## src/rtl/if_stage_skid_reg.sv

```systemverilog
// IF->ID pipeline register with a 2-entry skid buffer, freeze (hazard hold) and flush (branch kill).
// The main slot drives out_* directly; an empty slot always holds PC=0 and the NOP encoding.
module if_stage_skid_reg #(
  parameter int unsigned          PC_W              = 32,
  parameter int unsigned          INSTR_W           = 32,
  parameter logic [INSTR_W-1:0]   NOP_INSTR         = 32'hE0000000,
  parameter bit                   FLUSH_OVER_FREEZE = 1'b1
) (
  input  logic               clk,
  input  logic               rst,
  input  logic               freeze,
  input  logic               flush,
  input  logic               in_valid,
  output logic               in_ready,
  input  logic [PC_W-1:0]    in_pc,
  input  logic [INSTR_W-1:0] in_instr,
  output logic               out_valid,
  input  logic               out_ready,
  output logic [PC_W-1:0]    out_pc,
  output logic [INSTR_W-1:0] out_instr,
  output logic [1:0]         occupancy
);

  // Handshake: a transfer happens on a rising edge where valid and ready are
  // both high; in_ready depends only on registered state, freeze and rst.

  logic               r_main_valid;
  logic [PC_W-1:0]    r_main_pc;
  logic [INSTR_W-1:0] r_main_instr;
  logic               r_skid_valid;
  logic [PC_W-1:0]    r_skid_pc;
  logic [INSTR_W-1:0] r_skid_instr;

  logic w_acc;
  logic w_pop;
  logic w_flush_act;
  logic w_main_free;

  assign in_ready    = !rst && !freeze && !r_skid_valid;
  assign w_acc       = in_valid && in_ready;
  assign w_pop       = r_main_valid && out_ready && !freeze;
  assign w_flush_act = flush && (FLUSH_OVER_FREEZE || !freeze);
  assign w_main_free = !r_main_valid || w_pop;

  always_ff @(posedge clk) begin
    if (rst || w_flush_act) begin
      r_main_valid <= 1'b0;
      r_main_pc    <= '0;
      r_main_instr <= NOP_INSTR;
      r_skid_valid <= 1'b0;
      r_skid_pc    <= '0;
      r_skid_instr <= NOP_INSTR;
    end else if (!freeze) begin
      if (w_main_free) begin
        // A full skid blocks in_ready, so refilling main from skid never races an accept.
        if (r_skid_valid) begin
          r_main_valid <= 1'b1;
          r_main_pc    <= r_skid_pc;
          r_main_instr <= r_skid_instr;
          r_skid_valid <= 1'b0;
          r_skid_pc    <= '0;
          r_skid_instr <= NOP_INSTR;
        end else if (w_acc) begin
          r_main_valid <= 1'b1;
          r_main_pc    <= in_pc;
          r_main_instr <= in_instr;
        end else begin
          r_main_valid <= 1'b0;
          r_main_pc    <= '0;
          r_main_instr <= NOP_INSTR;
        end
      end else if (w_acc) begin
        r_skid_valid <= 1'b1;
        r_skid_pc    <= in_pc;
        r_skid_instr <= in_instr;
      end
    end
  end

  assign out_valid = r_main_valid;
  assign out_pc    = r_main_pc;
  assign out_instr = r_main_instr;
  assign occupancy = {1'b0, r_main_valid} + {1'b0, r_skid_valid};

endmodule

```

## config.mk

```make
export PLATFORM = sky130hd
export DESIGN_NAME = if_stage_skid_reg
export DESIGN_NICKNAME = d
export VERILOG_FILES = /design/src/rtl/if_stage_skid_reg.sv
export SDC_FILE = /design/constraint.sdc
export NUM_CORES = 1
export LEC_CHECK = 0
export BUFFER_PORTS_ARGS = -buffer_cell sky130_fd_sc_hd__buf_2
export CORE_ASPECT_RATIO = 2
export CORE_MARGIN = 3
export CORE_UTILIZATION = 54
export CTS_BUF_LIST = sky130_fd_sc_hd__clkbuf_8
export DETAILED_ROUTE_END_ITERATION = 8
export GPL_ROUTABILITY_DRIVEN = 0
export PLACE_DENSITY_LB_ADDON = 0.25
export SYNTH_ARGS = -nofsm -noshare
export SYNTH_HDL_FRONTEND = slang
export SYNTH_SLANG_ARGS = --single-unit
```

## constraint.sdc

```tcl
create_clock -name clk -period 2.1 [get_ports clk]
set_input_delay 0 -clock clk [delete_from_list [all_inputs] [get_ports clk]]
set_output_delay 0 -clock clk [all_outputs]
set_load 0.02 [all_outputs]
```

-- Yosys cells after proc, flatten, opt, wreduce, memory -nomap -nowiden
Index checks and enable logic that the tools add are counted.
Widths: inputs -> output; s select.
- add/sub/neg operators: 1
- eq/ne operators: 1
- multiplexer cells: 14
- bitwise operators: 1
- reduce and logical (&&, ||, !) cells: 15
- operator list (cell ; count):
    $mux 32 ; 10
    $logic_and 1x1->1 ; 5
    $logic_not 1->1 ; 4
    $mux 1 ; 4
    $reduce_and 2->1 ; 2
    $reduce_and 3->1 ; 1
    $add 1x1->2 ; 1
    $logic_or 1x1->1 ; 2
    $ne 2x2->1 const B ; 1
    $reduce_bool 2->1 ; 1
    $not 1->1 ; 1
- bits in registers: 130
- input bits: 70
- output and inout port bits: 68
- word-level logic and storage cells: 38

-- Logic depth before layout (Yosys ltp)
- word-level depth: 6
- depth in mapped cells: 8
- depth with buffers taken out: 4

-- Worst setup path after synthesis
OpenSTA, ideal clock, no wires.
- path type: reg2reg
- from: reg r_skid_valid
- to: reg r_skid_instr[10]
- setup time: 0.132 ns
- data arrival time: 1.410 ns
- required time: 1.968 ns
- path slack: 0.558 ns
- cell stages (with the launch flop): 8
- path buffers: 3
- clock period less this slack: 1.542 ns
- path through: dfxtp_1 -> buf_2 -> nor4b_2 -> buf_4 -> nand2_1 -> clkbuf_1 -> nand3_1 -> a21oi_1
- word-level cells in the longest chain between the ends: 5
- elaborated cells between the ends (all ways): 6
- those cells by class: eq/ne (1); reduce/logical (5)
- RTL lines (item ; line ; source):
    start, declared ; 30 ; logic r_skid_valid;
    start signal, assigned ; 50 ; r_skid_valid <= 1'b0;
    start signal, assigned ; 60 ; r_skid_valid <= 1'b0;
    start signal, assigned ; 73 ; r_skid_valid <= 1'b1;
    $logic_not 1->1 ; 39 ; assign in_ready = !rst && !freeze && !r_skid_valid;
    $logic_and 1x1->1 ; 39 ;
    $logic_and 1x1->1 ; 40 ; assign w_acc = in_valid && in_ready;
    $reduce_bool 2->1 (no source line) ; - ;
    $reduce_and 3->1 (no source line) * ; - ;
    end signal, assigned ; 75 ; r_skid_instr <= in_instr;
    end, declared ; 32 ; logic [INSTR_W-1:0] r_skid_instr;
Every way passes the cells marked *; elsewhere a longest branch is shown, timed or not.
A chain may end at the register's enable or synchronous reset.

-- Final worst setup path
- from: reg r_skid_valid
- to: reg r_main_pc[2], in the netlist out_pc[2]
- word-level cells in the longest chain between the ends: 5
- RTL lines (item ; line ; source):
    $logic_not 1->1 ; 39 ;
    $logic_and 1x1->1 ; 39 ;
    $logic_and 1x1->1 ; 40 ;
    $mux 32 ; 63 ; end else if (w_acc) begin
    $mux 32 * ; 56 ; if (r_skid_valid) begin
    end signal, assigned ; 58 ; r_main_pc <= r_skid_pc;
    end signal, assigned ; 65 ; r_main_pc <= in_pc;
    end, declared ; 28 ; logic [PC_W-1:0] r_main_pc;
Marks and branches as above.

==> flow_summary.toml <==
[placement]
place_ws_ns = 0.323
placed_area_um2 = 5760
numPortBuffers = 137
dp.final_hpwl_mm = 9.50

[floorplan]
start_util = 0.556
pin_count = 138
die_x_um = 74.3
core-area_um2 = 9070
die_h_um = 143
num_rows = 49
die_area_um2 = 10600

[detailed_routing]
wirelength_mm = 15.5
antenna_left = 0
drcViolationCount = 0
dr.pass1.iters = 5
wire_per_inst_um = 17.4
vias_per_cell = 5.97
vias = 5317
drtIter0Drc = 357

[clocking]
cts.repair.resized = 0
htreeDepth = 4
cts.clk_slew.worst_paths_ns = 0.07
cts.path.max_buffers = 2
cts_tree = "yes"
clkLatencyLatePin_ns = 0.44
clockRootBuffer = "clkbuf_8"
postCtsSetupRepairBufs = 0
cts_sinks = 130
hold_buffers = 67
cts_made_buffers = 17

[global_routing]
grt_pass1_wl_mm = 24.8
grt_pass1_vias = 5260
antenna_found_initial = 1
grt_max_degree = 50
grt_remaining_overflow = 0
grt_use_total = 0.299

[sta]
hold_violations = 0
fmax_mhz = 546
tns_ns = 0
post-route-min-period_ns = 1.83
skew_ns = 0.00706
slew_headroom = 0.534
tightest_slew_ns = 0.690
rsz0062_at_grt = "no"
setup_viol = 0
setup_ws_ns = 0.267
finalCritPeriodShare = 0.873
slew_viol_final = 0

[pwr]
p_clk_frac = 0.406
p_comb_frac = 0.103
power_frac_seq = 0.491
p_switching_w = 0.00122
power_density_nw_per_um2 = 755
sw_frac_of_total = 0.238
p_leak_nw = 2.71
ir_drop_uv = 420
p_int_w = 0.00392

[logic_synthesis]
synth_edf_count = 0
postSynth.asyncResetShare = 0
synth_cell_types = 24
yosys_most_used_dff = "dfxtp_1"
yosys_warnings = 0
synthesis.nets = 669
synth_cells = 598
ys_seq_area_frac = 0.516
avgSynthCellArea_um2 = 8.43
yosys_register_bits = 130
synth_area_um2 = 5040

[hold_path]
hold_depth = 4
hold_path.class = "in2reg"
hold_start = "in_valid"
hold_end = "out_valid$_SDFFE_PP0P_"

[cells_and_area]
synthToLayoutAreaGrowth_pct = 35.2
design_area_um2 = 6820
finalNetCount = 847
drive_above_1_share = 0.241

[setup_path]
path_cells = "nor4b_4, buf_4, a221oi_1, nor2_1"
path_buf_inv = 1
end_kind = "flop"
critPathArrivalTime_ns = 2.21
cp-startpoint = "r_skid_valid$_SDFFE_PP0P_"
slowest_stage = "buf_4"
required_ns = 2.47
crit_path_start_kind = "flop"
slowest_delay_ns = 0.53
cp_top_family = "simple AND/OR/NAND/NOR gates"
regToRegSetupSlack_ns = 0.27
r2r_end = "out_pc[2]$_SDFFE_PP0P_"
path_class = "reg2reg"
reg2reg_from = "r_skid_valid$_SDFFE_PP0P_"
crit_path_max_fanout = 49
worstRegToRegCells = 4

[run_status]
status = "finished clean"

[run]
drv_cap = 0
[registers in the layout, indices dropped and copies added (netlist names)]
name	cells
r_skid_pc	32
r_skid_instr	32
out_valid	1
r_skid_valid	1
out_instr	32
out_pc	32
[synthesized netlist by cell type (3+ instances only)]
master | n | share of area
nor2b_1 | 6 | 0.0074
buf_6 | 6 | 0.013
o32ai_1 | 3 | 0.0052
a221oi_1 | 61 | 0.11
a2111oi_0 | 3 | 0.0052
clkbuf_1 | 50 | 0.037
o21ai_0 | 65 | 0.064
nor2_1 | 67 | 0.050
nand2_1 | 66 | 0.049
a21oi_1 | 62 | 0.062
nand3_1 | 61 | 0.061
dfxtp_1 | 130 | 0.52
[worst reg2reg max path: stages (launching register included)]
cell and delay, ns:
dfxtp_2 0.42, nor4b_4 0.45, buf_4 0.53, a221oi_1 0.24
nor2_1 0.13
[placed cells by master (no fill, tap or decap), drive strengths merged]
| master | Yosys | routed |
|---|---|---|
| dfxtp | 130 | 130 |
| o32ai | 3 | 3 |
| or2 | 1 | 1 |
| dlygate4sd3 | 0 | 67 |
| diode | 0 | 1 |
| buf | 12 | 154 |
| a21oi | 62 | 62 |
| a221oi | 61 | 61 |
| clkinv | 0 | 3 |
| inv | 1 | 4 |
| nor2 | 67 | 67 |
| nor2b | 6 | 6 |
| and2 | 2 | 2 |
| nand2b | 2 | 2 |
| nor4b | 2 | 2 |
| nor3 | 2 | 2 |
| nand3 | 61 | 61 |
| bufinv | 0 | 2 |
| nand2 | 66 | 66 |
| clkbuf | 50 | 22 |
| a2111oi | 3 | 3 |
| ha | 1 | 1 |
| o21ai | 65 | 65 |
| o21bai | 1 | 1 |
[per-layer routing]
metal	track usage	share of wire	wire [µm]
met3	0.0719	0.056	869
met2	0.508	0.53	8260
met1	0.340	0.37	5800
met4	0.154	0.037	578
met5	0	0	0
[worst max path at each step]
stage	depth (start not counted)	slack [ns]	to
finish	4	0.27	out_pc[2]$_SDFFE_PP0P_
global route	4	0.16	out_instr[31]$_SDFFE_PP1P_
CTS	5	0.31	r_skid_instr[28]$_SDFFE_PP0P_
detailed placement	5	0.32	r_skid_instr[9]$_SDFFE_PP0P_
global placement	4	0.37	out_pc[1]$_SDFFE_PP0P_
floorplan	7	0.56	r_skid_instr[10]$_SDFFE_PP0P_
[per-stage QoR]
stage	hold WS (ns)	total power (W)	utilization	instances
after global placement	0.241	0.00300	0.634	792
final	0.0231	0.00515	0.751	890
after floorplan	0.0795	0.00281	-	598
after CTS	0.00275	0.00517	0.751	889
after detailed placement	0.250	0.00301	0.634	792
after global routing	0.0313	0.00532	0.751	890
[cells by family after synthesis]
kind of cell    after synthesis  share of synthesized area
flops                       130                      0.516
simple gates                209                      0.180
fa+ha+maj                     1                    0.00248
compound gates              195                      0.244
buf+inv                      63                     0.0578
[cell type report]
class,count,area [µm²]
Sequential cell,130,2600
Multi-Input combinational cell,405,2180
Clock inverter,8,86.3
Inverter,1,3.75
Fill cell,669,2260
Tap cell,102,128
Antenna cell,1,2.50
Clock buffer,22,303
Timing Repair Buffer,221,1510
[power groups by stage]
stage	Sequential, W	Clock [W]	Combinational [W]
2_1_floorplan	0.00263	0	0.000180
3_3_place_gp	0.00258	0	0.000421
3_5_place_dp	0.00258	0	0.000424
4_1_cts	0.00253	0.00212	0.000522
5_1_grt	0.00253	0.00222	0.000574
6_report	0.00253	0.00209	0.000531
Note: power is estimated with default switching activity, not from simulation.
